**src/rtl/lbu_ptr_sequencer.sv**
```systemverilog
// Loop-buffer pointer sequencer: walks a signed [start,end] range by a signed
// stride, emitting cfg_count pointers over a valid/ready stream, with optional wrap.
module lbu_ptr_sequencer #(
  parameter int P_PTR    = 24,
  parameter int P_STRIDE = 8,
  parameter int P_CNT    = 16
) (
  input  logic                      clk,
  input  logic                      rst_n,
  input  logic                      cfg_valid,
  output logic                      cfg_ready,
  input  logic signed [P_PTR-1:0]   cfg_start,
  input  logic signed [P_PTR-1:0]   cfg_end,
  input  logic signed [P_STRIDE-1:0] cfg_stride,
  input  logic                      cfg_decr,
  input  logic                      cfg_wa_en,
  input  logic [P_CNT-1:0]          cfg_count,
  input  logic                      abort,
  output logic                      ptr_valid,
  input  logic                      ptr_ready,
  output logic signed [P_PTR-1:0]   ptr_out,
  output logic                      ptr_last,
  output logic                      done,
  output logic                      busy
);

  localparam int W = P_PTR + 1;

  typedef enum logic [1:0] {S_IDLE, S_RUN, S_DONE} state_e;

  state_e                 state_q, state_d;
  logic signed [P_PTR-1:0] ptr_q, ptr_d;
  logic signed [P_PTR-1:0] start_q, start_d;
  logic signed [P_PTR-1:0] end_q, end_d;
  logic signed [W-1:0]     step_q, step_d;
  logic                    wa_q, wa_d;
  logic [P_CNT-1:0]        rem_q, rem_d;

  logic signed [W-1:0] stride_ext, cfg_eff;
  logic signed [W-1:0] next, start_ext, end_ext;
  logic                step_neg, over, last;

  // One extra bit keeps negation of the most negative stride and ptr+step exact.
  assign stride_ext = {{(W-P_STRIDE){cfg_stride[P_STRIDE-1]}}, cfg_stride};
  assign cfg_eff    = cfg_decr ? -stride_ext : stride_ext;

  assign next      = {ptr_q[P_PTR-1], ptr_q} + step_q;
  assign start_ext = {start_q[P_PTR-1], start_q};
  assign end_ext   = {end_q[P_PTR-1], end_q};
  assign step_neg  = step_q[W-1];
  assign over      = step_neg ? (next < start_ext) : (next > end_ext);
  assign last      = (state_q == S_RUN) && ((rem_q == P_CNT'(1)) || (!wa_q && over));

  assign cfg_ready = (state_q == S_IDLE);
  assign busy      = (state_q == S_RUN);
  assign ptr_valid = (state_q == S_RUN);
  assign done      = (state_q == S_DONE);
  assign ptr_out   = ptr_q;
  assign ptr_last  = last;

  always_comb begin
    state_d = state_q;
    ptr_d   = ptr_q;
    start_d = start_q;
    end_d   = end_q;
    step_d  = step_q;
    wa_d    = wa_q;
    rem_d   = rem_q;
    case (state_q)
      S_IDLE: begin
        if (cfg_valid) begin
          start_d = cfg_start;
          end_d   = cfg_end;
          step_d  = cfg_eff;
          wa_d    = cfg_wa_en;
          rem_d   = cfg_count;
          ptr_d   = cfg_eff[W-1] ? cfg_end : cfg_start;
          state_d = (cfg_count != '0) ? S_RUN : S_DONE;
        end
      end
      S_RUN: begin
        // Abort wins over a same-cycle handshake; the update is dropped.
        if (abort) begin
          state_d = S_IDLE;
        end else if (ptr_ready) begin
          rem_d = rem_q - P_CNT'(1);
          if (last)      state_d = S_DONE;
          else if (over) ptr_d   = step_neg ? end_q : start_q;
          else           ptr_d   = next[P_PTR-1:0];
        end
      end
      S_DONE:  state_d = S_IDLE;
      default: state_d = S_IDLE;
    endcase
  end

  always_ff @(posedge clk or negedge rst_n) begin
    if (!rst_n) begin
      state_q <= S_IDLE;
      ptr_q   <= '0;
      start_q <= '0;
      end_q   <= '0;
      step_q  <= '0;
      wa_q    <= 1'b0;
      rem_q   <= '0;
    end else begin
      state_q <= state_d;
      ptr_q   <= ptr_d;
      start_q <= start_d;
      end_q   <= end_d;
      step_q  <= step_d;
      wa_q    <= wa_d;
      rem_q   <= rem_d;
    end
  end

endmodule

```
**config.mk**
```make
export PLATFORM = sky130hd
export DESIGN_NAME = lbu_ptr_sequencer
export DESIGN_NICKNAME = d
export VERILOG_FILES = /design/src/rtl/lbu_ptr_sequencer.sv
export SDC_FILE = /design/constraint.sdc
export NUM_CORES = 1
export LEC_CHECK = 0
export BUFFER_PORTS_ARGS = -buffer_cell sky130_fd_sc_hd__buf_2
export CORE_MARGIN = 4
export CORE_UTILIZATION = 59
export DETAILED_ROUTE_END_ITERATION = 12
export PLACE_DENSITY = 0.81
export SLEW_MARGIN = 5
export SYNTH_ARGS = -nofsm -noshare
export SYNTH_HDL_FRONTEND = slang
export SYNTH_SLANG_ARGS = --single-unit
```
**constraint.sdc**
```tcl
create_clock -name clk -period 8.29 [get_ports clk]
set_clock_uncertainty 0.1 [all_clocks]
set_input_delay 1.658 -clock clk [delete_from_list [all_inputs] [get_ports clk]]
set_output_delay 1.658 -clock clk [all_outputs]
set_load 0.01 [all_outputs]
```
# Yosys cells after proc, flatten, opt, wreduce, memory -nomap -nowiden
# Cells that the tools add are included.
# totals
ff_bits,116
output_inout_bits,29
inputBits,79
word_cells,52
# op_classes
addsub,3
muxes,20
magnitude_cmp,2
n_eq_ne,9
n_reduce_logical,11
# op_table
op,count
$mux W24,7
$mux W16,3
$pmux W24 S2,1
$pmux W16 S2,1
$add A25 B25 Y25,1
$gt A25 B24 Y1,1
$lt A25 B24 Y1,1
$mux W25,1
$neg A8 Y25,1
$eq A16 B1 Y1 const B,1
$reduce_bool A16 Y1,1
$sub A16 B1 Y16 const B,1
$mux W2,5
$ne A2 B2 Y1 const B,4
$ne A3 B3 Y1 const B,2
$reduce_and A5 Y1,1
$pmux W2 S2,1
$reduce_and A4 Y1,1
$reduce_and A3 Y1,1
$eq A2 B1 Y1 const B,1
$eq A2 B2 Y1 const B,1
$logic_and A1 B1 Y1,2
$logic_not A2 Y1,1
$reduce_and A2 Y1,1
other kinds (4),4

# Longest topological paths before layout
# depth
depth_word,10
depth_mapped,21
depth_no_buf,19

# Worst setup path before layout
# No wires, ideal clock.
# synth_timing
path_type,reg2out
start,"register ptr_q[0], in the netlist ptr_out[0]"
end,output port ptr_last
t_arrival_ps,5177
stages_incl_launch_ff,21
path_slack_ps,1355
required_time_ps,6532
path_buffers,1
cell_sequence,dfrtp_1 -> ha_1 -> fa_1 -> a211oi_2 -> nor3_1 -> o41ai_4 -> o211ai_1 -> a311o_1 -> a21oi_1 -> o21ai_0 -> xnor2_1 -> ha_1 -> nand4_1 -> or3_1 -> nand4b_1 -> o221ai_2 -> mux2i_1 -> clkbuf_1 -> a21oi_1 -> o21ai_0 -> and2_1
# synth_between
elab_chain_len,6
word_cells_on_any_way,7
classes_between,1 x add/sub; 2 x order compare; 1 x mux; 3 x reduce/logical
# synth_lines
item,line,text
from (decl),32,"logic signed [P_PTR-1:0] ptr_q, ptr_d;"
from (signal assigned),108,ptr_q <= ptr_d;
$add A25 B25 Y25 *,47,"assign next = {ptr_q[P_PTR-1], ptr_q} + step_q;"
$gt A25 B24 Y1 / $lt A25 B24 Y1 (equally long branches),51,assign over = step_neg ? (next < start_ext) : (next > end_ext);
$mux W1 *,51,
$logic_and A1 B1 Y1 *,52,assign last = (state_q == S_RUN) && ((rem_q == P_CNT'(1)) || (!wa_q && over));
$logic_or A1 B1 Y1 *,52,
$logic_and A1 B1 Y1 *,52,
to (decl),22,"output logic ptr_last,"
# Mark *: on every way between the ends. The rest lies on a longest branch, timed or not.

# Worst setup path in the final report
# Same ends and word-level chain as after synthesis.

==> reports/metrics.cfg <==
[outcome]
outcome=finished clean

[placement]
dpl.hpwl_um=16900
io_buffers=107
place.gp.congestion=0.933

[grt]
track_usage=0.295
grt_start_max_net_pins=102
overflow=0
antenna_found_initial=0
grt_pass1_vias=7486
grt_pass1_wl_um=37800

[routing]
drt_pre_antenna_iters=5
wl_um=23500
vias=7758
routed_via_density=6.22
drtIter0Drc=638
detail-route-antenna-nets=0
drc=0
wl_per_cell_um=18.8

[yosys]
synth_nets=1149
syn_area_per_cell_um2=8.19
synthArstFlopShare=1.00
seq_area_frac_synth=0.339
synth.area.top_cells=dfrtp_1 34%, ha_1 12%, o21ai_0 7.1%
synth_seq_cells=110
yosysMostFrequentCell=nand2_1
synth_edf_count=0
syn_inst=991
synth_commonest_cells=142 x nand2_1, 115 x o21ai_0, 110 x dfrtp_1, 78 x ha_1, 71 x inv_1
synth_area_mm2=0.00812
ys_warn_count=0
synth_cell_types=63
synth_top_area_share=0.339
synth_top_cell_by_area=dfrtp_1
synth_ff_type=dfrtp_1

[clock_network]
numCtsBuffers=9
clkSlewWorstSetupHoldPaths_ns=0.07
cts_setup_buffers=0
cts_tree=yes
clkLatencyLatePin_ns=0.36
clk_path_buf_depth=2
h-tree-depth=3
clock_sinks=110
post_cts_resized=0
clk_root_buffer_cell=clkbuf_16
hold_buffers=0

[hold_path]
holdPathStages=2
hold-path-endpoint=step_q[0]
hp-class=reg2reg
min_from=step_q[0]

[critical_path]
crit_path_end_kind=output port
start_kind=flip-flop
worstPathRequired_ns=6.53
critPathKind=reg2out
r2r_slack_ns=1.45
reg2reg_to=ptr_out[2]
path_max_fanout=4
path_cells=ha_1 > fa_1 > a211oi_2 > nor3_1 > o41ai_4 > o211ai_1 > a311o_1 > a21oi_1 > o21ai_0 > xnor2_1 > ha_1 > nand4_1 > or3_1 > nand4b_1 > o221ai_2 > mux2i_1 > a21oi_1 > o21ai_0 > and2_1 > buf_2
slowest_stage=fa_1
cp_data_arrival_time_ns=5.78
path_buf_inv=1
rr_worst_depth=20
max_stage_delay_ns=0.44
crit_family=compound AO/OA/AOI/OAI gates
reg2reg_from=ptr_out[0]

[sta]
tightestPinTransition_ns=1.07
fin_setup_tns_ns=0
maxSlewHeadroom=0.279
finalHoldViolCount=0
whs_ns=0.390
slew_viol_final=0
period_needed_ns=7.54
fmax_mhz=133
setup_violations=0
fin_crit_sh=0.910
rsz0062_at_grt=no

[floorplan]
rows=42
ios=108
dieArea_mm2=0.0157
chipHeight_um=125
die_w_um=125
core-area_mm2=0.0133
initial_core_util=0.608

[layout]
drive_gt1_frac=0.144
multi_input_area_mm2=0.00490
syn2layout_area_growth_pct=11.8
num-fill-cells=1165
finalNetCount=1225
diodes=0
final-seq-area_mm2=0.00275

[flow_run]
max_cap_viol_count=0

## cell usage in the layout, fill, tap and decap left out, drive strengths merged, types with 4 or more instances in the layout
master and count:
nand2 142, buf 119, o21ai 115, dfrtp 110
ha 78, inv 71, a21oi 62, nor2 60
nand3 30, a211oi 21, mux2i 18, a31oi 17
nor3 16, o31ai 16, nor2b 15, xnor2 15
o211ai 11, clkbuf 11, xor2 10, nor4 10
o221ai 10, nand4 9, a32oi 9, mux2 7
a21o 7, a22oi 6, o21bai 5, or3 5
nand2b 5, and3 4
## tightest hold or removal path: stages (launching register included)
cell	delay [ns]
dfrtp_1	0.35
nand2_1	0.05
o21ai_0	0.06
## metrics by stage
| step | worst slack, ns | instance area [um2] | utilization | instances |
|---|---|---|---|---|
| 4_1_cts | 0.780 | 9070 | 0.680 | 1248 |
| 3_3_place_gp | 1.40 | 8770 | 0.657 | 1232 |
| 3_5_place_dp | 1.27 | 8770 | 0.657 | 1232 |
| 2_1_floorplan | 1.35 | 8120 | - | 991 |
| 5_1_grt | 0.434 | 9070 | 0.680 | 1248 |
| 6_report | 0.748 | 9070 | 0.680 | 1248 |
## cell families (layout without fill, tap and decap cells)
kind of cell             Yosys count  count (layout)  share of synthesized area
flip-flops                       110             110                      0.339
adder cells (fa/ha/maj)           79              79                      0.123
XOR/XNOR                          25              25                     0.0270
AND/OR/NAND/NOR                  314             314                      0.176
AO/OA/AOI/OAI                    313             313                      0.244
buffers and inverters            125             206                     0.0594
multiplexers                      25              25                     0.0319
## sequential cells by signal (all words and copies together), names as in the netlist
register / count
end_q: 24
ptr_out: 24
start_q: 24
step_q: 19
rem_q: 16
state_q: 2
wa_q: 1
## how the worst max path moves through the flow
stage / cells past startpoint / from / end / slack [ns]
2_1_floorplan: 20 / ptr_out[0] / ptr_last / 1.35
3_3_place_gp: 20 / ptr_out[0] / ptr_last / 1.40
3_5_place_dp: 20 / ptr_out[0] / ptr_last / 1.27
4_1_cts: 20 / ptr_out[0] / ptr_last / 0.78
5_1_grt: 20 / ptr_out[0] / ptr_last / 0.43
6_report: 20 / ptr_out[0] / ptr_last / 0.75
## metal layers
metal,part of all wire,wire [um],GRT usage
met1,0.43,10200,0.399
met5,0,0,0
met2,0.46,10900,0.472
met4,0.027,630,0.0957
met3,0.078,1830,0.0712
## area by class of cell
cell class / instances / share of cell area
clock buffer: 11 / 0.0268
clock inverter: 5 / 0.00648
inverter: 71 / 0.0294
multi-input combinational: 756 / 0.541
sequential: 110 / 0.303
tap: 176 / 0.0243
timing repair buffer: 119 / 0.0692
Power is not shown: default switching activity piles up to over one toggle a cycle in this logic, so the estimate is an artifact.
